==> config.mk <==
export PLATFORM = sky130hd
export DESIGN_NAME = rs_entry_array
export DESIGN_NICKNAME = d
export VERILOG_FILES = /design/src/rtl/rs_entry_array.sv
export SDC_FILE = /design/constraint.sdc
export NUM_CORES = 1
export LEC_CHECK = 0
export CAP_MARGIN = 40
export CORE_ASPECT_RATIO = 0.75
export CORE_MARGIN = 10
export CORE_UTILIZATION = 30
export CTS_CLUSTER_SIZE = 30
export DETAILED_ROUTE_END_ITERATION = 12
export DONT_BUFFER_PORTS = 1
export PLACE_DENSITY_LB_ADDON = 0.3
export SLEW_MARGIN = 20
export SYNTH_ARGS = -nofsm -noshare
export SYNTH_HDL_FRONTEND = slang
export SYNTH_SLANG_ARGS = --single-unit
==> constraint.sdc <==
create_clock -name clk_i -period 5 [get_ports clk_i]
set_input_delay 1.5 -clock clk_i [delete_from_list [all_inputs] [get_ports clk_i]]
set_output_delay 1.5 -clock clk_i [all_outputs]
set_load 0.02 [all_outputs]
==> src/rtl/rs_entry_array.sv <==
// Reservation-station entry storage: captures dispatched instructions, wakes operands from the CDB,
// exports free/ready vectors to the issue selector and muxes the selected entry out to the FU.
module rs_entry_array #(
  parameter int SIZE   = 4,
  parameter int DATA_W = 32,
  parameter int TAG_W  = 4,
  parameter int OP_W   = 4
) (
  input  logic              clk_i,
  input  logic              reset_n_i,
  input  logic              flush_i,
  input  logic              alloc_valid_i,
  output logic              alloc_ready_o,
  output logic              alloc_fire_o,
  input  logic [OP_W-1:0]   alloc_op_i,
  input  logic [TAG_W-1:0]  alloc_dest_i,
  input  logic              src1_rdy_i,
  input  logic [TAG_W-1:0]  src1_tag_i,
  input  logic [DATA_W-1:0] src1_val_i,
  input  logic              src2_rdy_i,
  input  logic [TAG_W-1:0]  src2_tag_i,
  input  logic [DATA_W-1:0] src2_val_i,
  input  logic              cdb_valid_i,
  input  logic [TAG_W-1:0]  cdb_tag_i,
  input  logic [DATA_W-1:0] cdb_val_i,
  output logic [SIZE-1:0]   entry_free_o,
  output logic [SIZE-1:0]   entry_ready_o,
  input  logic [SIZE-1:0]   issue_sel_i,
  input  logic              issue_ready_i,
  output logic              issue_valid_o,
  output logic [OP_W-1:0]   issue_op_o,
  output logic [TAG_W-1:0]  issue_dest_o,
  output logic [DATA_W-1:0] issue_src1_o,
  output logic [DATA_W-1:0] issue_src2_o
);

  localparam int IDX_W = (SIZE > 1) ? $clog2(SIZE) : 1;

  logic [SIZE-1:0]             valid_q, valid_d;
  logic [SIZE-1:0]             rdy1_q, rdy1_d, rdy2_q, rdy2_d;
  logic [SIZE-1:0][OP_W-1:0]   op_q, op_d;
  logic [SIZE-1:0][TAG_W-1:0]  dest_q, dest_d;
  logic [SIZE-1:0][TAG_W-1:0]  tag1_q, tag1_d, tag2_q, tag2_d;
  logic [SIZE-1:0][DATA_W-1:0] val1_q, val1_d, val2_q, val2_d;

  logic [IDX_W-1:0] allocIdx;
  logic [IDX_W-1:0] selIdx;
  logic             issueFire;
  logic             src1Hit;
  logic             src2Hit;

  // Status outputs come from registered state only, so the selector sees no alloc/CDB comb path.
  assign entry_free_o  = ~valid_q;
  assign entry_ready_o = valid_q & rdy1_q & rdy2_q;
  assign alloc_ready_o = |(~valid_q);
  assign alloc_fire_o  = alloc_valid_i & alloc_ready_o & ~flush_i;
  assign issueFire     = issue_valid_o & issue_ready_i;

  assign src1Hit = ~src1_rdy_i & cdb_valid_i & (cdb_tag_i == src1_tag_i);
  assign src2Hit = ~src2_rdy_i & cdb_valid_i & (cdb_tag_i == src2_tag_i);

  always_comb begin
    allocIdx = '0;
    for (int i = SIZE - 1; i >= 0; i--) begin
      if (!valid_q[i]) allocIdx = IDX_W'(i);
    end
  end

  always_comb begin
    selIdx = '0;
    for (int i = 0; i < SIZE; i++) begin
      if (issue_sel_i[i]) selIdx = IDX_W'(i);
    end
  end

  always_comb begin
    issue_valid_o = $onehot(issue_sel_i) && entry_ready_o[selIdx];
    issue_op_o    = '0;
    issue_dest_o  = '0;
    issue_src1_o  = '0;
    issue_src2_o  = '0;
    if (issue_valid_o) begin
      issue_op_o   = op_q[selIdx];
      issue_dest_o = dest_q[selIdx];
      issue_src1_o = val1_q[selIdx];
      issue_src2_o = val2_q[selIdx];
    end
  end

  // Wakeup only touches valid entries, and allocation targets a free one, so they never collide.
  always_comb begin
    valid_d = valid_q;
    rdy1_d  = rdy1_q;
    rdy2_d  = rdy2_q;
    op_d    = op_q;
    dest_d  = dest_q;
    tag1_d  = tag1_q;
    tag2_d  = tag2_q;
    val1_d  = val1_q;
    val2_d  = val2_q;

    for (int i = 0; i < SIZE; i++) begin
      if (valid_q[i] && cdb_valid_i) begin
        if (!rdy1_q[i] && (tag1_q[i] == cdb_tag_i)) begin
          rdy1_d[i] = 1'b1;
          val1_d[i] = cdb_val_i;
        end
        if (!rdy2_q[i] && (tag2_q[i] == cdb_tag_i)) begin
          rdy2_d[i] = 1'b1;
          val2_d[i] = cdb_val_i;
        end
      end
    end

    if (issueFire) valid_d[selIdx] = 1'b0;

    if (alloc_fire_o) begin
      valid_d[allocIdx] = 1'b1;
      op_d[allocIdx]    = alloc_op_i;
      dest_d[allocIdx]  = alloc_dest_i;
      tag1_d[allocIdx]  = src1_tag_i;
      tag2_d[allocIdx]  = src2_tag_i;
      rdy1_d[allocIdx]  = src1_rdy_i | src1Hit;
      rdy2_d[allocIdx]  = src2_rdy_i | src2Hit;
      val1_d[allocIdx]  = src1Hit ? cdb_val_i : src1_val_i;
      val2_d[allocIdx]  = src2Hit ? cdb_val_i : src2_val_i;
    end

    if (flush_i) valid_d = '0;
  end

  always_ff @(posedge clk_i) begin
    if (!reset_n_i) begin
      valid_q <= '0;
      rdy1_q  <= '0;
      rdy2_q  <= '0;
      op_q    <= '0;
      dest_q  <= '0;
      tag1_q  <= '0;
      tag2_q  <= '0;
      val1_q  <= '0;
      val2_q  <= '0;
    end else begin
      valid_q <= valid_d;
      rdy1_q  <= rdy1_d;
      rdy2_q  <= rdy2_d;
      op_q    <= op_d;
      dest_q  <= dest_d;
      tag1_q  <= tag1_d;
      tag2_q  <= tag2_d;
      val1_q  <= val1_d;
      val2_q  <= val2_d;
    end
  end

endmodule
==> impl_metrics.yaml <==
run_status:
  status: "completed"
cells_and_area:
  stdcell_count: 2763
  final_nets: 2129
  area.growth.synth_to_final_pct: 19.1
  number_of_filler_instances_in_the_final_layout: 5623
  drive_gt1_share_pct: 16.8
global_route:
  first_global_vias: 16204
  maximum_number_of_pins_on_one_net_before_global_route_repair: 150
  global_route.usage.total_pct: 20.1
  global_route.overflow_total: 0
  antenna_found_initial: 7
  grt_pass1_wl_um: 104000
clocking:
  clkSinkCount: 332
  h-tree-depth: 2
  clock_tree.buffer_depth: 3
  clockRootBuffer: "sky130_fd_sc_hd__clkbuf_16"
  cts.reportedPaths.clkPinSlew_ps: 50
  tritoncts: "yes"
  cts-buffers-inserted: 39
  clock_insertion_delay_worst_skew_ps: 560
logic_synthesis:
  synth_top_family_by_area: "compound AO/OA/AOI/OAI gates"
  synthAdderAreaFrac_pct: 0.264
  syn_area_per_cell_um2: 8.20
  yosys.area_share.simple_pct: 14.9
  ys.flop_type: "sky130_fd_sc_hd__dfxtp_1"
  async_reset_ff_share_pct: 0
  most_frequently_used_cell_type_in_the_post_synthesis_netlist: "sky130_fd_sc_hd__nand2_1"
  synth-xor-area-share_pct: 2.05
  netlist.area_leader.share_pct: 38.9
  yosys_register_bits: 332
  synthesis.instances: 2082
  synth_warnings: 0
  synth-edff-count: 0
  post_synthesis_compound_gate_area_fraction_pct: 32.0
  netlist_top_cells_count: "sky130_fd_sc_hd__nand2_1, sky130_fd_sc_hd__dfxtp_1, sky130_fd_sc_hd__a221oi_1"
  net_count_after_synthesis: 2213
  portion_of_the_post_synthesis_area_used_by_sequential_elements_pct: 38.9
  yosys-top-cells-area: "sky130_fd_sc_hd__dfxtp_1, sky130_fd_sc_hd__a221oi_1, sky130_fd_sc_hd__nand2_1, sky130_fd_sc_hd__a21oi_1, sky130_fd_sc_hd__a31oi_1"
  synth_top_cell_by_area: "sky130_fd_sc_hd__dfxtp_1"
  synth.cell_area_um2: 17100
  synth.distinct_cells: 41
  synth.mux.area_fraction_pct: 4.04
worst_setup_path:
  critical-path-slowest-cell: "sky130_fd_sc_hd__fa_1"
  critPathMaxFanout: 8
  crit_top_cell: "sky130_fd_sc_hd__buf_6"
  endpoint_kind: "primary output"
  arrival_ps: 3480
  worstSetupPathType: "in2out"
  path_delay_family: "adder cells"
  path_buf_inv: 5
  worstPathRequired_ps: 3500
  cp-start-kind: "input pin"
  crit_path_cell_trace: "inv_8 > fa_1 > inv_1 > ha_2 > ha_4 > nor3b_4 > buf_6 > nand2_8 > clkbuf_16 > nor2_4 > buf_6"
  cpPeakStageDelay_ps: 520
floorplanning:
  dieWidth_um: 295
  height_of_the_die_um: 227
  placementRows: 75
  starting_density_of_the_core_pct: 30.4
  fp.coreArea_um2: 56100
  die_area_um2: 66900
  ioPinCount: 211
timing:
  finClkSkew_ps: 22.1
  layout_min_cycle_time_ps: 4980
  max_clock_freq_mhz: 201
  max_slew.worst_pin.slew_ps: 859
  grt_setup_unrepaired: "yes"
  hold_violations: 0
  timing.final.max_slew_violations: 0
  setup_viol: 0
  layout_worst_path_cycle_share_pct: 99.7
  timing.setup.tns_ps: 0
  maxSlewHeadroom_pct: 42.7
power_and_ir_drop:
  peakVddDrop_uv: 207
  p_per_area_nw_per_um2: 303
  power.leakage_nw: 6.58
detailed_routing:
  drtIter0Drc: 1967
  drt_pass1_iterations: 5
  remaining_drc_errors: 0
  route.final.wire_length_um: 72900
  route.detailed.wl_per_inst_um: 26.4
  detailroute.via_count: 17144
  route.antenna.remaining_nets: 0
  viasPerCell: 6.20
min_path:
  worstHoldPathType: "reg2reg"
placed_design:
  port_buffers: 0
  dpl.hpwl_um: 44400
  dpl.cell_count: 2676
  final_weighted_congestion_of_routability_driven_global_placement: 0.811
run:
  cap_viol_max_count: 0
[metrics by stage]
| stage | hold slack [ps] | setup slack [ps] | total power (W) | cell area, um2 | utilization (%) |
|---|---|---|---|---|---|
| after floorplan | 432 | -102 | 0.00314 | 17300 | - |
| after global placement | 438 | -1.31 | 0.00317 | 18000 | 32.1 |
| after detailed placement | 446 | 2.49 | 0.00319 | 18300 | 32.6 |
| after CTS | 455 | 1.06 | 0.00613 | 19600 | 34.9 |
| after global routing | 473 | -58.6 | 0.00634 | 20300 | 36.2 |
| final | 454 | 17.3 | 0.00616 | 20300 | 36.2 |
[power breakdown]
group / total (W) / switching, W / internal (W) / leakage, nW
combinational: 0.000480 / 0.000313 / 0.000167 / 3.24
sequential: 0.00273 / 0.0000292 / 0.00270 / 2.69
clock: 0.00295 / 0.00118 / 0.00177 / 0.647
total: 0.00616 / 0.00152 / 0.00464 / 6.58
[flip-flops by register name, indices dropped and copies added (netlist names)]
register	flops
tag2_q	16
tag1_q	16
op_q	16
rdy2_q	4
dest_q	16
rdy1_q	4
val2_q	128
val1_q	128
valid_q	4
[repair_timing]
item / 4_1_cts / 5_1_grt
buffers inserted: 0 / 2
endpoints found under the setup margin: 0 / 67
gates resized for setup: 0 / 121
hold buffers: 0 / 0
[kinds of logic after synthesis]
kind of cell | count (synthesis)
muxes | 64
and+or+nand+nor | 612
DFF | 332
xor gates and xnor gates | 40
AOI/OAI and AO/OA | 748
adders and majority gates | 3
buffers and inverters | 283
[worst min-delay path: stages, from the launching register on]
cell and delay, ps:
sky130_fd_sc_hd__dfxtp_1 300, sky130_fd_sc_hd__nand2_1 50, sky130_fd_sc_hd__a21oi_1 50
[per-layer routing]
| layer | up-vias | part of all wire, % | global-route usage [%] |
|---|---|---|---|
| met1 | 8469 | 42 | 26.0 |
| met5 | - | 0.077 | 0 |
| met4 | 8 | 2.9 | 7.29 |
| met3 | 140 | 9.2 | 4.52 |
| li1 | 7612 | - | - |
| met2 | 915 | 46 | 32.2 |
[cell usage in the layout (no fill, tap or decap), types with 8 or more instances in the layout]
cell | netlist | layout
sky130_fd_sc_hd__nor3b_1 | 12 | 10
sky130_fd_sc_hd__dfxtp_1 | 332 | 332
sky130_fd_sc_hd__buf_6 | 16 | 61
sky130_fd_sc_hd__mux2i_1 | 51 | 51
sky130_fd_sc_hd__mux2i_2 | 13 | 13
sky130_fd_sc_hd__o31ai_1 | 8 | 8
sky130_fd_sc_hd__buf_12 | 0 | 18
sky130_fd_sc_hd__a22oi_1 | 64 | 64
sky130_fd_sc_hd__a21oi_1 | 216 | 216
sky130_fd_sc_hd__buf_4 | 24 | 42
sky130_fd_sc_hd__inv_1 | 20 | 17
sky130_fd_sc_hd__a221oi_2 | 20 | 20
sky130_fd_sc_hd__nor2_4 | 0 | 54
sky130_fd_sc_hd__clkbuf_1 | 160 | 8
sky130_fd_sc_hd__clkbuf_16 | 0 | 44
sky130_fd_sc_hd__xor2_1 | 40 | 40
sky130_fd_sc_hd__a221oi_1 | 308 | 308
sky130_fd_sc_hd__nor2_2 | 0 | 20
sky130_fd_sc_hd__a31oi_1 | 124 | 124
sky130_fd_sc_hd__nor3_1 | 11 | 11
sky130_fd_sc_hd__nor2_1 | 150 | 76
sky130_fd_sc_hd__nand2_1 | 397 | 390
sky130_fd_sc_hd__clkbuf_8 | 0 | 12
[final cells by class]
cell class                      instances  area (um2)  area share (%)
Antenna cell                            5        12.5          0.0615
Clock inverter                         11         136           0.671
Inverter                               21        93.8           0.462
Tap cell                              731         915            4.50
Clock buffer                           59        1170            5.76
Sequential cell                       332        6650            32.7
Timing Repair Buffer                  136        1700            8.36
Multi-Input combinational cell       1468        9660            47.5
[path summary, 6_finish.rpt]
kind	from	endpoint	slack [ps]	cells after the start
max	issue_sel_i[0]	issue_src1_o[26]	20	11
min	dest_q[2]	dest_q[2]	450	2
max reg2reg	valid_q[2]	val2_q[74]	2610	6
min reg2reg	dest_q[2]	dest_q[2]	450	2
(Power assumes the default switching activity.)
